### config.mk
export PLATFORM = sky130hd
export DESIGN_NAME = player_controller
export DESIGN_NICKNAME = d
export VERILOG_FILES = /design/src/rtl/player_controller.sv
export SDC_FILE = /design/constraint.sdc
export NUM_CORES = 1
export LEC_CHECK = 0
export ABC_AREA = 1
export CORE_ASPECT_RATIO = 0.8
export CORE_MARGIN = 4
export CORE_UTILIZATION = 30
export DETAILED_ROUTE_END_ITERATION = 7
export PLACE_DENSITY = 0.54
export SYNTH_ARGS = -nofsm -noshare
export SYNTH_HDL_FRONTEND = slang
export SYNTH_SLANG_ARGS = --single-unit
### constraint.sdc
create_clock -name clk -period 2.3 [get_ports clk]
set_clock_uncertainty 0.2 [all_clocks]
set_input_delay 0.23 -clock clk [delete_from_list [all_inputs] [get_ports clk]]
set_output_delay 0.23 -clock clk [all_outputs]
set_load 0.005 [all_outputs]
### src/rtl/player_controller.sv
// Player sprite controller: debounces the board buttons, moves the sprite once per frame
// and issues rate-limited fire pulses.
module player_controller #(
    parameter int unsigned DEBOUNCE_CYCLES = 250000,
    parameter int unsigned SPEED           = 2,
    parameter int unsigned X_MIN           = 0,
    parameter int unsigned X_MAX           = 640,
    parameter int unsigned PLAYER_W        = 16,
    parameter int unsigned X_START         = 312,
    parameter int unsigned Y_POS           = 440,
    parameter int unsigned COOLDOWN_FRAMES = 30
) (
    input  logic       clk,
    input  logic       arst,
    input  logic       btn_left,
    input  logic       btn_right,
    input  logic       btn_fire,
    input  logic       frame,
    output logic [9:0] player_x,
    output logic [9:0] player_y,
    output logic       fire,
    output logic [9:0] shot_x
);

    localparam int unsigned CntW  = $clog2(DEBOUNCE_CYCLES);
    localparam int unsigned CoolW = $clog2(COOLDOWN_FRAMES + 1);

    localparam logic [CntW-1:0]   CntLast  = CntW'(DEBOUNCE_CYCLES - 1);
    localparam logic [CoolW-1:0]  CoolInit = CoolW'(COOLDOWN_FRAMES);
    localparam logic signed [10:0] XLo     = 11'(X_MIN);
    localparam logic signed [10:0] XHi     = 11'(X_MAX - PLAYER_W);
    localparam logic signed [10:0] Step    = 11'(SPEED);

    localparam int BtnL = 0;
    localparam int BtnR = 1;
    localparam int BtnF = 2;

    typedef enum logic [1:0] {StIdle, StArmed, StCooldown} fire_state_e;

    logic [2:0]           btn_raw;
    logic [2:0]           sync1_q, sync2_q;
    logic [2:0]           level_q, level_d;
    logic [2:0][CntW-1:0] cnt_q, cnt_d;
    logic                 fire_prev_q;
    logic                 fire_edge;

    logic [9:0]           x_q, x_d;
    logic signed [10:0]   x_cur, x_left, x_right;

    fire_state_e          state_q, state_d;
    logic [CoolW-1:0]     cool_q, cool_d;
    logic                 fire_q, fire_d;
    logic [9:0]           shot_q, shot_d;

    assign btn_raw = {btn_fire, btn_right, btn_left};

    // Debounce: the counter only runs while the synced input disagrees with the accepted level.
    always_comb begin
        level_d = level_q;
        cnt_d   = cnt_q;
        for (int i = 0; i < 3; i++) begin
            if (sync2_q[i] == level_q[i]) begin
                cnt_d[i] = '0;
            end else if (cnt_q[i] == CntLast) begin
                cnt_d[i]   = '0;
                level_d[i] = ~level_q[i];
            end else begin
                cnt_d[i] = cnt_q[i] + CntW'(1);
            end
        end
    end

    assign fire_edge = level_q[BtnF] & ~fire_prev_q;

    // Signed 11-bit math keeps the left move from wrapping below zero.
    always_comb begin
        x_cur   = signed'({1'b0, x_q});
        x_left  = x_cur - Step;
        x_right = x_cur + Step;
        x_d     = x_q;
        if (frame) begin
            case ({level_q[BtnL], level_q[BtnR]})
                2'b10:   x_d = (x_left < XLo) ? 10'(XLo) : x_left[9:0];
                2'b01:   x_d = (x_right > XHi) ? 10'(XHi) : x_right[9:0];
                default: x_d = x_q;
            endcase
        end
    end

    always_comb begin
        state_d = state_q;
        cool_d  = cool_q;
        fire_d  = 1'b0;
        shot_d  = shot_q;
        case (state_q)
            StIdle: begin
                if (fire_edge) state_d = StArmed;
            end
            StArmed: begin
                if (frame) begin
                    fire_d  = 1'b1;
                    shot_d  = x_q + 10'(PLAYER_W / 2);
                    cool_d  = CoolInit;
                    state_d = StCooldown;
                end
            end
            StCooldown: begin
                if (frame) begin
                    cool_d = cool_q - CoolW'(1);
                    if (cool_q == CoolW'(1)) state_d = StIdle;
                end
            end
            default: state_d = StIdle;
        endcase
    end

    always_ff @(posedge clk or negedge arst) begin
        if (!arst) begin
            sync1_q     <= '0;
            sync2_q     <= '0;
            level_q     <= '0;
            cnt_q       <= '0;
            fire_prev_q <= 1'b0;
            x_q         <= 10'(X_START);
            state_q     <= StIdle;
            cool_q      <= '0;
            fire_q      <= 1'b0;
            shot_q      <= '0;
        end else begin
            sync1_q     <= btn_raw;
            sync2_q     <= sync1_q;
            level_q     <= level_d;
            cnt_q       <= cnt_d;
            fire_prev_q <= level_q[BtnF];
            x_q         <= x_d;
            state_q     <= state_d;
            cool_q      <= cool_d;
            fire_q      <= fire_d;
            shot_q      <= shot_d;
        end
    end

    assign player_x = x_q;
    assign player_y = 10'(Y_POS);
    assign fire     = fire_q;
    assign shot_x   = shot_q;

endmodule

==> metrics.csv <==
stage,metric,value,unit
run_status,outcome,completed,
synthesis,synth_compound_area_share,5.84,%
cts,cts_tree,yes,
routing,vias,4210,
synthesis,synthArstFlopShare,100,%
global_route,globalRouteOverflowTotal,0,
pwr,ir_worst_vdd,0.335,mV
cells_and_area,nets,726,
pwr,p_leak,0.00271,µW
sta,worstMarginPinSlew,561,ps
place,dpl_cell_area,0.00572,mm²
floorplan,core.rowCount,42,
worst_setup_path,cp.arrival,1610,ps
floorplan,die_w,156,µm
cells_and_area,fin_area,0.00602,mm²
floorplan,dieHeight,126,µm
sta,grt_setup_unrepaired,false,
floorplan,initial_utilization,31.1,%
worst_setup_path,critPathMaxFanout,8,
global_route,grt_use_met3,2.71,%
place,dp_slack,341,ps
worst_hold_path,min_path_type,input port to flip-flop,
worst_setup_path,crit_chain,buf_4 -> clkdlybuf4s50_1,
global_route,grt_use_total,12.2,%
sta,drv_slew,0,
pwr,total_power,3560,µW
synthesis,ys.flop_type,dfrtp_1,
synthesis,ys_warn_count,0,
worst_hold_path,hold_start,btn_fire,
cells_and_area,insertedDiodeCount,0,
routing,first_pass_iters,5,
worst_setup_path,cp.required,1870,ps
place,dp_hpwl,8.62,mm
global_route,grtUsageMet2,17.0,%
sta,max-slew-margin-rel,62.6,%
global_route,grt_use_met1,18.7,%
cts,cts_setup_buffers,0,
cts,clock-root-buffer,clkbuf_16,
cts,clk_latency,340,ps
synthesis,yosys.area_share.simple,33.4,%
cts,clkSinkCount,90,
synthesis,synth-xor-area-share,6.18,%
worst_setup_path,r2r_cells,9,
global_route,antenna_found_initial,0,
cells_and_area,area_delta_synth_final,14.8,%
synthesis,seq_area_frac_synth,43.0,%
cells_and_area,final_cell_mix,"nand2_1, nor2_1, dfrtp_1, inv_1, nand3_1",
synthesis,synth_edf_count,0,
synthesis,synth_cell_types,39,
worst_hold_path,hold_depth,1,
worst_setup_path,slowest_stage,dfstp_2,
worst_setup_path,max_stage_delay,570,ps
synthesis,synth_mux_area_share,0,%
pwr,cellPowerDensity,590,mW/mm²
worst_setup_path,endpoint_kind,output port,
worst_setup_path,worstSetupPathType,flip-flop to output port,
synthesis,syn_avg_cell_area,7.76,µm²
worst_setup_path,reg2reg_slack,320,ps
synthesis,syn_inst,676,
worst_hold_path,min_to,sync1_q[2]$_DFF_PN0_,
sta,fmax,490,MHz
sta,min_period,2040,ps
routing,viasPerCell,4.51,
synthesis,syn-cell-area,0.00525,mm²
place,numPortBuffers,24,
global_route,grt_pass1_wl,19.9,mm
cts,cts_buffers,9,
global_route,grt_max_degree,42,
synthesis,synth_top_family_by_area,simple AND/OR/NAND/NOR gates,
synthesis,synth_fa_ha_area_share,2.62,%
place,place.gp.congestion,0.894,
routing,initialDrtViolationCount,312,
cells_and_area,fillers,1785,
sta,setup_violations,0,
routing,drt.antenna.violating_nets,0,
job,drv_cap,0,
cts,clkTransAtPathRegs,70,ps
global_route,busiest_layer,met1,
routing,drc,0,
sta,worst_slack,257,ps
worst_setup_path,r2r-start,player_x[4]$_DFFE_PN1P_,
cells_and_area,final_common_cell,nand2_1,
synthesis,yosys_register_bits,90,
cts,cts-htree-levels,3,
global_route,grt_pass1_vias,4076,
floorplan,ios,37,
worst_setup_path,r2r-end,player_x[1]$_DFFE_PN0P_,
floorplan,fp.dieArea,0.0197,mm²
floorplan,core-area,0.0169,mm²
sta,fin_setup_tns,0,ps
cells_and_area,drive_above_1_share,9.24,%
routing,wirelength,11.5,mm
sta,period_share,88.8,%
sta,hold_viol,0,
cts,cts_max_path_buffers,2,
worst_setup_path,startpoint_type,flip-flop,
routing,wl_per_cell,12.3,µm
==> report_power, final <==
group | switching, µW | total [µW] | internal [µW]
combinational | 197 | 331 | 134
sequential | 73.4 | 1740 | 1670
clock | 638 | 1480 | 845
total | 908 | 3560 | 2650
==> metrics by stage <==
step	cells	util, %	hold slack [ps]
finish	934	35.7	124
global route	934	35.7	105
CTS	934	35.7	107
detailed placement	917	33.9	67.2
global placement	917	33.9	59.8
floorplan	686	-	-266
==> cells in the mapped netlist, drive strengths merged, types with 3 or more instances <==
| cell type | instances | area (µm²) |
|---|---|---|
| inv | 82 | 310 |
| xnor2 | 6 | 52.6 |
| nor3 | 32 | 194 |
| nand2 | 154 | 616 |
| nor4 | 6 | 37.5 |
| nand3b | 5 | 37.5 |
| dfstp | 4 | 105 |
| o21ai | 27 | 139 |
| a21oi | 24 | 120 |
| ha | 11 | 138 |
| nand3 | 39 | 210 |
| nor2 | 114 | 495 |
| or2 | 4 | 25.0 |
| dfrtp | 86 | 2150 |
| a31o | 3 | 26.3 |
| xor2 | 31 | 272 |
| nor3b | 4 | 30.0 |
| clkbuf | 3 | 11.3 |
| buf | 17 | 133 |
| nand4 | 15 | 93.8 |
==> registers in the layout, summed over array words and instances (netlist names), 2 cells and up <==
| register | count |
|---|---|
| cnt_q | 54 |
| cool_q | 5 |
| level_q | 3 |
| player_x | 9 |
| shot_x | 9 |
| state_q | 2 |
| sync1_q | 3 |
| sync2_q | 3 |
==> worst max-delay path by stage <==
stage | from | endpoint | slack [ps] | cells past startpoint
6_report | player_x[3]$_DFFE_PN1P_ | player_x[3] | 260 | 2
3_3_place_gp | player_x[4]$_DFFE_PN1P_ | player_x[1]$_DFFE_PN0P_ | 370 | 9
2_1_floorplan | player_x[4]$_DFFE_PN1P_ | player_x[1]$_DFFE_PN0P_ | 510 | 9
4_1_cts | player_x[3]$_DFFE_PN1P_ | player_x[3] | 230 | 2
5_1_grt | player_x[3]$_DFFE_PN1P_ | player_x[7]$_DFFE_PN0P_ | 160 | 9
3_5_place_dp | player_x[4]$_DFFE_PN1P_ | player_x[1]$_DFFE_PN0P_ | 340 | 9
==> metal layers <==
layer / up-vias / part of all wire, %
met5: - / 0
met4: 0 / 0.98
met3: 8 / 4.0
met2: 71 / 41
met1: 1933 / 54
li1: 2198 / -
==> kinds of logic after synthesis <==
group,count (synthesis)
simple gates,375
buf+inv,104
flops,90
compound gates,57
xor+xnor,37
fa+ha+maj,11
other cells,2
==> worst max-delay path: cells and delay by family (launching register included) <==
family / cells / cell delay (ps)
buffers and inverters: 2 / 690
flip-flops: 1 / 570
==> area by class of cell <==
| class | count | area, µm² | share of cell area [%] |
|---|---|---|---|
| Multi-Input combinational cell | 492 | 2560 | 42.6 |
| Sequential cell | 90 | 2260 | 37.5 |
| Inverter | 84 | 318 | 5.28 |
| Timing Repair Buffer | 32 | 313 | 5.19 |
| Tap cell | 220 | 275 | 4.57 |
| Clock buffer | 10 | 229 | 3.80 |
| Clock inverter | 6 | 66.3 | 1.10 |
==> timing repair <==
item / 4_1_cts / 5_1_grt
hold buffers: 1 / 0
hold endpoints to repair: 38 / 0
setup endpoints to repair: 0 / 0
gates resized for setup: 0 / 0
Note: power is estimated with default switching activity, not from simulation.
